===== src/rtl/vga_rect_fill_ctrl.sv =====
// rtl/vga_rect_fill_ctrl.sv - command-driven rectangle fill / screen clear pixel sequencer
//
// Accepts one fill command over a valid/ready handshake and steps the VGA plot
// port through every covered pixel, one per clock, in row-major order. The
// rectangle is clipped to the visible screen.
//
// Ports:
//   CLOCK_50    system clock, rising edge
//   reset       asynchronous active-high reset
//   cmd_valid   command present
//   cmd_ready   block can accept a command (decoded from state, IDLE only)
//   cmd_x/y     rectangle top-left corner
//   cmd_w/h     rectangle size in pixels
//   cmd_colour  fill colour
//   cmd_clear   fill the whole screen, geometry fields ignored
//   x/y/colour  registered pixel coordinate and colour
//   plot        pixel write strobe, high exactly in FILL cycles
//   busy        high in FILL and DONE
//   done        one-cycle completion pulse
module vga_rect_fill_ctrl #(
    parameter int SCREEN_W = 160,
    parameter int SCREEN_H = 120
) (
    input  logic       CLOCK_50,
    input  logic       reset,
    input  logic       cmd_valid,
    output logic       cmd_ready,
    input  logic [7:0] cmd_x,
    input  logic [6:0] cmd_y,
    input  logic [7:0] cmd_w,
    input  logic [6:0] cmd_h,
    input  logic [2:0] cmd_colour,
    input  logic       cmd_clear,
    output logic [7:0] x,
    output logic [6:0] y,
    output logic [2:0] colour,
    output logic       plot,
    output logic       busy,
    output logic       done
);

    typedef enum logic [1:0] {
        S_IDLE,
        S_FILL,
        S_DONE
    } state_t;

    localparam logic [7:0] X_LAST = 8'(SCREEN_W - 1);
    localparam logic [6:0] Y_LAST = 7'(SCREEN_H - 1);
    localparam logic [8:0] X_LIM  = 9'(SCREEN_W);
    localparam logic [7:0] Y_LIM  = 8'(SCREEN_H);

    state_t     state;
    logic [7:0] x0;
    logic [7:0] x_end;
    logic [6:0] y_end;

    // Command decode, evaluated combinationally and captured on acceptance.
    logic [8:0] x_sum;
    logic [7:0] y_sum;
    logic       cmd_empty;
    logic [7:0] new_x0;
    logic [6:0] new_y0;
    logic [7:0] new_x_end;
    logic [6:0] new_y_end;

    always_comb begin
        // Sums are one bit wider than the fields so they cannot wrap.
        x_sum     = {1'b0, cmd_x} + {1'b0, cmd_w};
        y_sum     = {1'b0, cmd_y} + {1'b0, cmd_h};
        new_x0    = cmd_x;
        new_y0    = cmd_y;
        new_x_end = (x_sum > X_LIM) ? X_LAST : (cmd_x + cmd_w - 8'd1);
        new_y_end = (y_sum > Y_LIM) ? Y_LAST : (cmd_y + cmd_h - 7'd1);
        cmd_empty = (cmd_w == 8'd0) || (cmd_h == 7'd0) ||
                    (cmd_x >= X_LIM[7:0]) || ({1'b0, cmd_y} >= Y_LIM);
        if (cmd_clear) begin
            new_x0    = 8'd0;
            new_y0    = 7'd0;
            new_x_end = X_LAST;
            new_y_end = Y_LAST;
            cmd_empty = 1'b0;
        end
    end

    assign cmd_ready = (state == S_IDLE);

    always_ff @(posedge CLOCK_50 or posedge reset) begin
        if (reset) begin
            state  <= S_IDLE;
            x0     <= 8'd0;
            x_end  <= 8'd0;
            y_end  <= 7'd0;
            x      <= 8'd0;
            y      <= 7'd0;
            colour <= 3'd0;
            plot   <= 1'b0;
            busy   <= 1'b0;
            done   <= 1'b0;
        end else begin
            case (state)
                S_IDLE: begin
                    if (cmd_valid) begin
                        busy <= 1'b1;
                        if (cmd_empty) begin
                            state <= S_DONE;
                            done  <= 1'b1;
                        end else begin
                            // First pixel is presented in the cycle right after acceptance.
                            state  <= S_FILL;
                            x0     <= new_x0;
                            x_end  <= new_x_end;
                            y_end  <= new_y_end;
                            x      <= new_x0;
                            y      <= new_y0;
                            colour <= cmd_colour;
                            plot   <= 1'b1;
                        end
                    end
                end
                S_FILL: begin
                    if (x == x_end && y == y_end) begin
                        // Last pixel shown this cycle; x/y keep its coordinate.
                        state <= S_DONE;
                        plot  <= 1'b0;
                        done  <= 1'b1;
                    end else if (x == x_end) begin
                        x <= x0;
                        y <= y + 7'd1;
                    end else begin
                        x <= x + 8'd1;
                    end
                end
                S_DONE: begin
                    state <= S_IDLE;
                    done  <= 1'b0;
                    busy  <= 1'b0;
                end
                default: begin
                    state <= S_IDLE;
                    plot  <= 1'b0;
                    done  <= 1'b0;
                    busy  <= 1'b0;
                end
            endcase
        end
    end

endmodule


===== config.mk =====
export PLATFORM = sky130hd
export DESIGN_NAME = vga_rect_fill_ctrl
export DESIGN_NICKNAME = d
export VERILOG_FILES = /design/src/rtl/vga_rect_fill_ctrl.sv
export SDC_FILE = /design/constraint.sdc
export NUM_CORES = 1
export LEC_CHECK = 0
export ABC_AREA = 1
export BUFFER_PORTS_ARGS = -buffer_cell sky130_fd_sc_hd__buf_2
export CORE_ASPECT_RATIO = 1.2
export CORE_UTILIZATION = 57
export DETAILED_ROUTE_END_ITERATION = 16
export GPL_ROUTABILITY_DRIVEN = 0
export PLACE_DENSITY_LB_ADDON = 0.05
export REMOVE_ABC_BUFFERS = 1
export SYNTH_ARGS = -nofsm -noshare
export SYNTH_HDL_FRONTEND = slang
export SYNTH_SLANG_ARGS = --single-unit

===== constraint.sdc =====
create_clock -name CLOCK_50 -period 3 [get_ports CLOCK_50]
set_clock_uncertainty 0.15 [all_clocks]
set_input_delay 0.6 -clock CLOCK_50 [delete_from_list [all_inputs] [get_ports CLOCK_50]]
set_output_delay 0.6 -clock CLOCK_50 [all_outputs]
set_load 0.01 [all_outputs]

Word-level counts from Yosys, hierarchy flattened
Index checks and enable logic that the tools add are counted.
Storage, ports and cells
  register bits after elaboration: 46
  bits of input ports: 37
  output and inout bits: 22
  word-level logic and storage cells: 81
Cells by class
  add/sub/neg operators: 8
  order comparisons: 4
  equal/unequal tests: 10
  muxes and demuxes: 31
  bitwise gates (word level): 3
  reduce and logical (&&, ||, !) cells: 15
Operators by type and width (count)
  two-way mux 8 bit: 7
  two-way mux 7 bit: 7
  case mux 8 bit (2 select lines): 1
  case mux 7 bit (2 select lines): 1
  != test 2 bit, second input constant: 5
  adder 8 x 8 -> 9 bit: 1
  > comparator 9 x 8 -> 1 bit, second input constant: 1
  adder 7 x 7 -> 8 bit: 1
  adder 8 x 1 -> 8 bit, second input constant: 1
  adder 8 bit: 1
  equality test 8 bit: 1
  >= comparator 8 bit, second input constant: 1
  > comparator 8 x 7 -> 1 bit, second input constant: 1
  logical NOT 8 bit: 1
  two-way mux 1 bit: 8
  AND reduction 4 bit: 2
  subtractor 8 x 1 -> 8 bit, second input constant: 1
  adder 7 x 1 -> 7 bit, second input constant: 1
  adder 7 bit: 1
  equality test 7 bit: 1
  >= comparator 7 bit, second input constant: 1
  logical NOT 7 bit: 1
  subtractor 7 x 1 -> 7 bit, second input constant: 1
  two-way mux 2 bit: 3
  14 further kinds: 21

Logic depth before layout (Yosys ltp)
  depth after elaboration: 8
  gate-level depth with buffers: 15
  gate-level depth less buffers: 15

Worst setup path before layout
OpenSTA, ideal clock, no wires.
  kind: input-to-reg
  start point: in cmd_x[0]
  end point: reg x_end[7]
  arrival: 2202 ps
  required time: 2734 ps
  slack: 533 ps
  stages on the path: 13
  path buffers: 0
  path through: ha_1 fa_1 or2_2 nor2_1 nand2_1 inv_1 nand3_1 nand2_1 nand2_1 nand2_1 nand2_1 nor2_1 nor2_1
Between the ends
  longest elaborated chain between the ends: 6
  elaborated cells between the ends (all ways): 12
  those cells by class: 3 x add/sub; 2 x order compare; 3 x mux; 1 x bitwise; 3 x reduce/logical
Ends and longest elaborated chain
  start: declaration: RTL line 28  | input logic [7:0] cmd_x,
  parallel branches: the longest is 6 deep, another holds adder 8 bit
  end signal: assignment: RTL line 112  | x_end <= new_x_end;
  end: declaration: RTL line 55  | logic [7:0] x_end;
Parallel ways; which one is timed is not known.
A chain may end at the register's enable or synchronous reset.

Worst setup path in the final report
  start point: in cmd_x[1]
  end point: reg x_end[7]
Same word-level chain as after synthesis.

==> metrics <==
status=complete, no violations; drt pass-1 iters=5; gr busiest metal=met2; row count=33; DIE WIDTH=79.3 um; drt total wl=9630 um; Post-Synth Adder-Cell Area=14.5%; CTS Buf Count=5; Hold Vio Cnt, Final=0; largest net degree at the start of global routing=47; cell area after synthesis=0.00409 mm2; Synth Area in XOR/XNOR=6.00%; number of global-route vias before repair=3653; Placed Cells=722; vias=3813; Final min period=2.41 ns; critical path type=input port to flip-flop; fin crit share=80.3%; Lkg Pwr=0.00262 uW; met1 global-route usage=31.7%; Die ar.=0.00752 mm2; Seq/Total Area, Yosys=28.1%; Placement Setup Slack=0.279 ns; I/O Buffers=58; fin nets=724; clock share of power=32.3%; Comb pwr share=25.1%; clock tree from TritonCTS=done; CTS max path bufs=2; post-route ant nets=0; Vias per Instance=5.22; Total GRT Usage=27.5%; fin. max-slew vios=0; Sink Count=46; count of different cell masters after synthesis=35; YS warnings=0; Peak VDD IR=270 uV; die height=94.8 um; Ports=59; H-tree lvl count=2; Max Fclk=415 MHz; RSZ-0062 raised after global routing=false; initial antenna violation count=0; share of layout cells above drive strength 1=15.7%; worst skew pair latency=0.30 ns; Worst Path Required=3.09 ns; met3 GRT Util=3.00%; Final WS setup=0.590 ns; Antenna Diode Count=0; simple-gate portion of the synthesized area=30.7%; Post-Synthesis Cells=583; number of hold buffers added after CTS=0; initial drt markers=138; Avg Cell Area, Syn=7.02 um2; Synth Register Bits=46; post-synthesis compound-gate area fraction=9.76%; P&R area growth vs syn=11.5%; GRT overflow=0; WL per Instance=13.2 um; Hold Path Class=flip-flop to flip-flop; Worst Path Arrival=2.50 ns; Filler cells=652; CP Launch Type=input port; Root Driver=clkbuf_8; Sw Ratio=30.7%; Post-CTS Setup Bufs=0; Seq pwr share=42.7%; total core area=0.00690 mm2; hold slack final=0.324 ns; Psw=446 uW; Worst-Margin Slew=0.955 ns; dpl hpwl=7570 um; CP Max Fanout=3; Core Util, Final=66.1%; Worst-path clk slew=0.09 ns; starting density of the core=59.3%; Post-CTS Resized=0; CP Capture Type=flip-flop; Max-cap violations=0; mux cell area share after synthesis=0%; Post-route DRC=0; TNS Setup=0 ns; fin cells=730; Cell Int Power=1010 uW; first-pass GRT wire length=16100 um; Slew HR=36.2%; main combinational cell family by area after synthesis=simple AND/OR/NAND/NOR gates; PwrDens=318 mW/mm2; met2 global-route usage=52.2%; Final setup viols=0
## flip-flops by register name (all words and copies together) (netlist names)
| register | flops |
|---|---|
| done | 1 |
| x_end | 8 |
| state | 2 |
| plot | 1 |
| x | 8 |
| y_end | 7 |
| x0 | 8 |
| y | 7 |
| busy | 1 |
| colour | 3 |
## Yosys cell counts
cell type,count,area share [%]
nand3_1,41,5.0
a22oi_1,4,0.73
nor2_4,1,0.28
nor4_1,1,0.15
xor2_1,16,3.4
a2bb2oi_1,1,0.21
a21oi_2,1,0.21
o21a_1,2,0.37
buf_2,4,0.49
dfrtp_1,46,28
nand2_2,7,1.1
nand3b_1,3,0.55
ha_1,41,13
a21oi_1,19,2.3
xnor2_1,12,2.6
buf_4,1,0.18
fa_1,4,2.0
buf_12,1,0.49
nand2_4,3,0.83
nand2_1,153,14
or2_0,1,0.15
or2_2,13,2.0
buf_6,1,0.28
inv_2,1,0.092
o21ai_1,1,0.12
o21ai_2,5,1.1
o21ai_0,21,2.6
o31ai_1,5,0.92
nand4_1,9,1.4
o211ai_1,5,0.92
nor3_1,4,0.49
o22ai_1,2,0.31
clkbuf_1,2,0.18
nor2_1,52,4.8
inv_1,100,9.2
## cell families after synthesis
| family | count (synthesis) |
|---|---|
| flops | 46 |
| fa+ha+maj | 45 |
| xor+xnor | 28 |
| buf+inv | 110 |
| simple gates | 288 |
| compound gates | 66 |
## power groups by stage
stage / combinational [uW] / clock (uW) / sequential [uW]
2_1_floorplan: 259 / 0 / 632
3_3_place_gp: 356 / 0 / 632
3_5_place_dp: 362 / 0 / 632
4_1_cts: 365 / 476 / 619
5_1_grt: 417 / 494 / 620
6_report: 364 / 468 / 619
## layer usage
metal | share of wire (%) | up-vias | wire length, um
met1 | 43 | 1764 | 4140
li1 | - | 1959 | -
met2 | 51 | 76 | 4940
met3 | 3.0 | 14 | 288
met5 | 0 | - | 0
met4 | 2.6 | 0 | 252
## path summary, 6_finish.rpt
kind                                       from                    to  slack, ns  depth (start not counted)
max in group asynchronous                 reset  x_end[7]$_DFFE_PP0P_       1.74                          2
min                            done$_DFFE_PP0P_      done$_DFFE_PP0P_       0.32                          2
min in group asynchronous                 reset      plot$_DFFE_PP0P_       0.35                          2
min reg2reg                    done$_DFFE_PP0P_      done$_DFFE_PP0P_       0.32                          2
max reg2reg                state[1]$_DFFE_PP0P_      x[7]$_DFFE_PP0P_       0.62                          8
max                                    cmd_x[1]  x_end[7]$_DFFE_PP0P_       0.59                         14
## worst max-delay path, cell delays in order
cell and delay (ns):
buf_2 0.12, inv_1 0.06, ha_1 0.32, inv_1 0.07, ha_1 0.13, inv_1 0.07
fa_1 0.43, nor4_1 0.30, nor2_1 0.09, nor2_1 0.09, nor2_1 0.05, nand2_1 0.06
nor2_1 0.04, nor2_1 0.07
## placed cells by master (no fill, tap or decap), types with 7 or more instances in the layout
cell | Yosys | routed
inv_1 | 100 | 99
nand2_2 | 7 | 7
nand2_1 | 153 | 153
or2_2 | 13 | 13
a21oi_1 | 19 | 19
dfrtp_1 | 46 | 46
nand3_1 | 41 | 41
o21ai_0 | 21 | 21
xor2_1 | 16 | 16
xnor2_1 | 12 | 12
nor2_1 | 52 | 52
buf_2 | 4 | 58
nand4_1 | 9 | 9
ha_1 | 41 | 41
## metrics by stage
stage          area [um2]  total power (uW)
6_report             4560              1450
5_1_grt              4560              1530
4_1_cts              4560              1460
3_5_place_dp         4450               994
3_3_place_gp         4450               988
2_1_floorplan        4020               890
## area by class of cell
cell class                      instances  area, um2  area share [%]
Sequential cell                        46       1150            25.2
Clock inverter                          3       45.0           0.988
Inverter                              101        379            8.32
Timing Repair Buffer                   61        313            6.86
Multi-Input combinational cell        427       2490            54.7
Tap cell                               87        109            2.39
Clock buffer                            5       68.8            1.51
No activity file was read; power rests on OpenSTA's default activity.
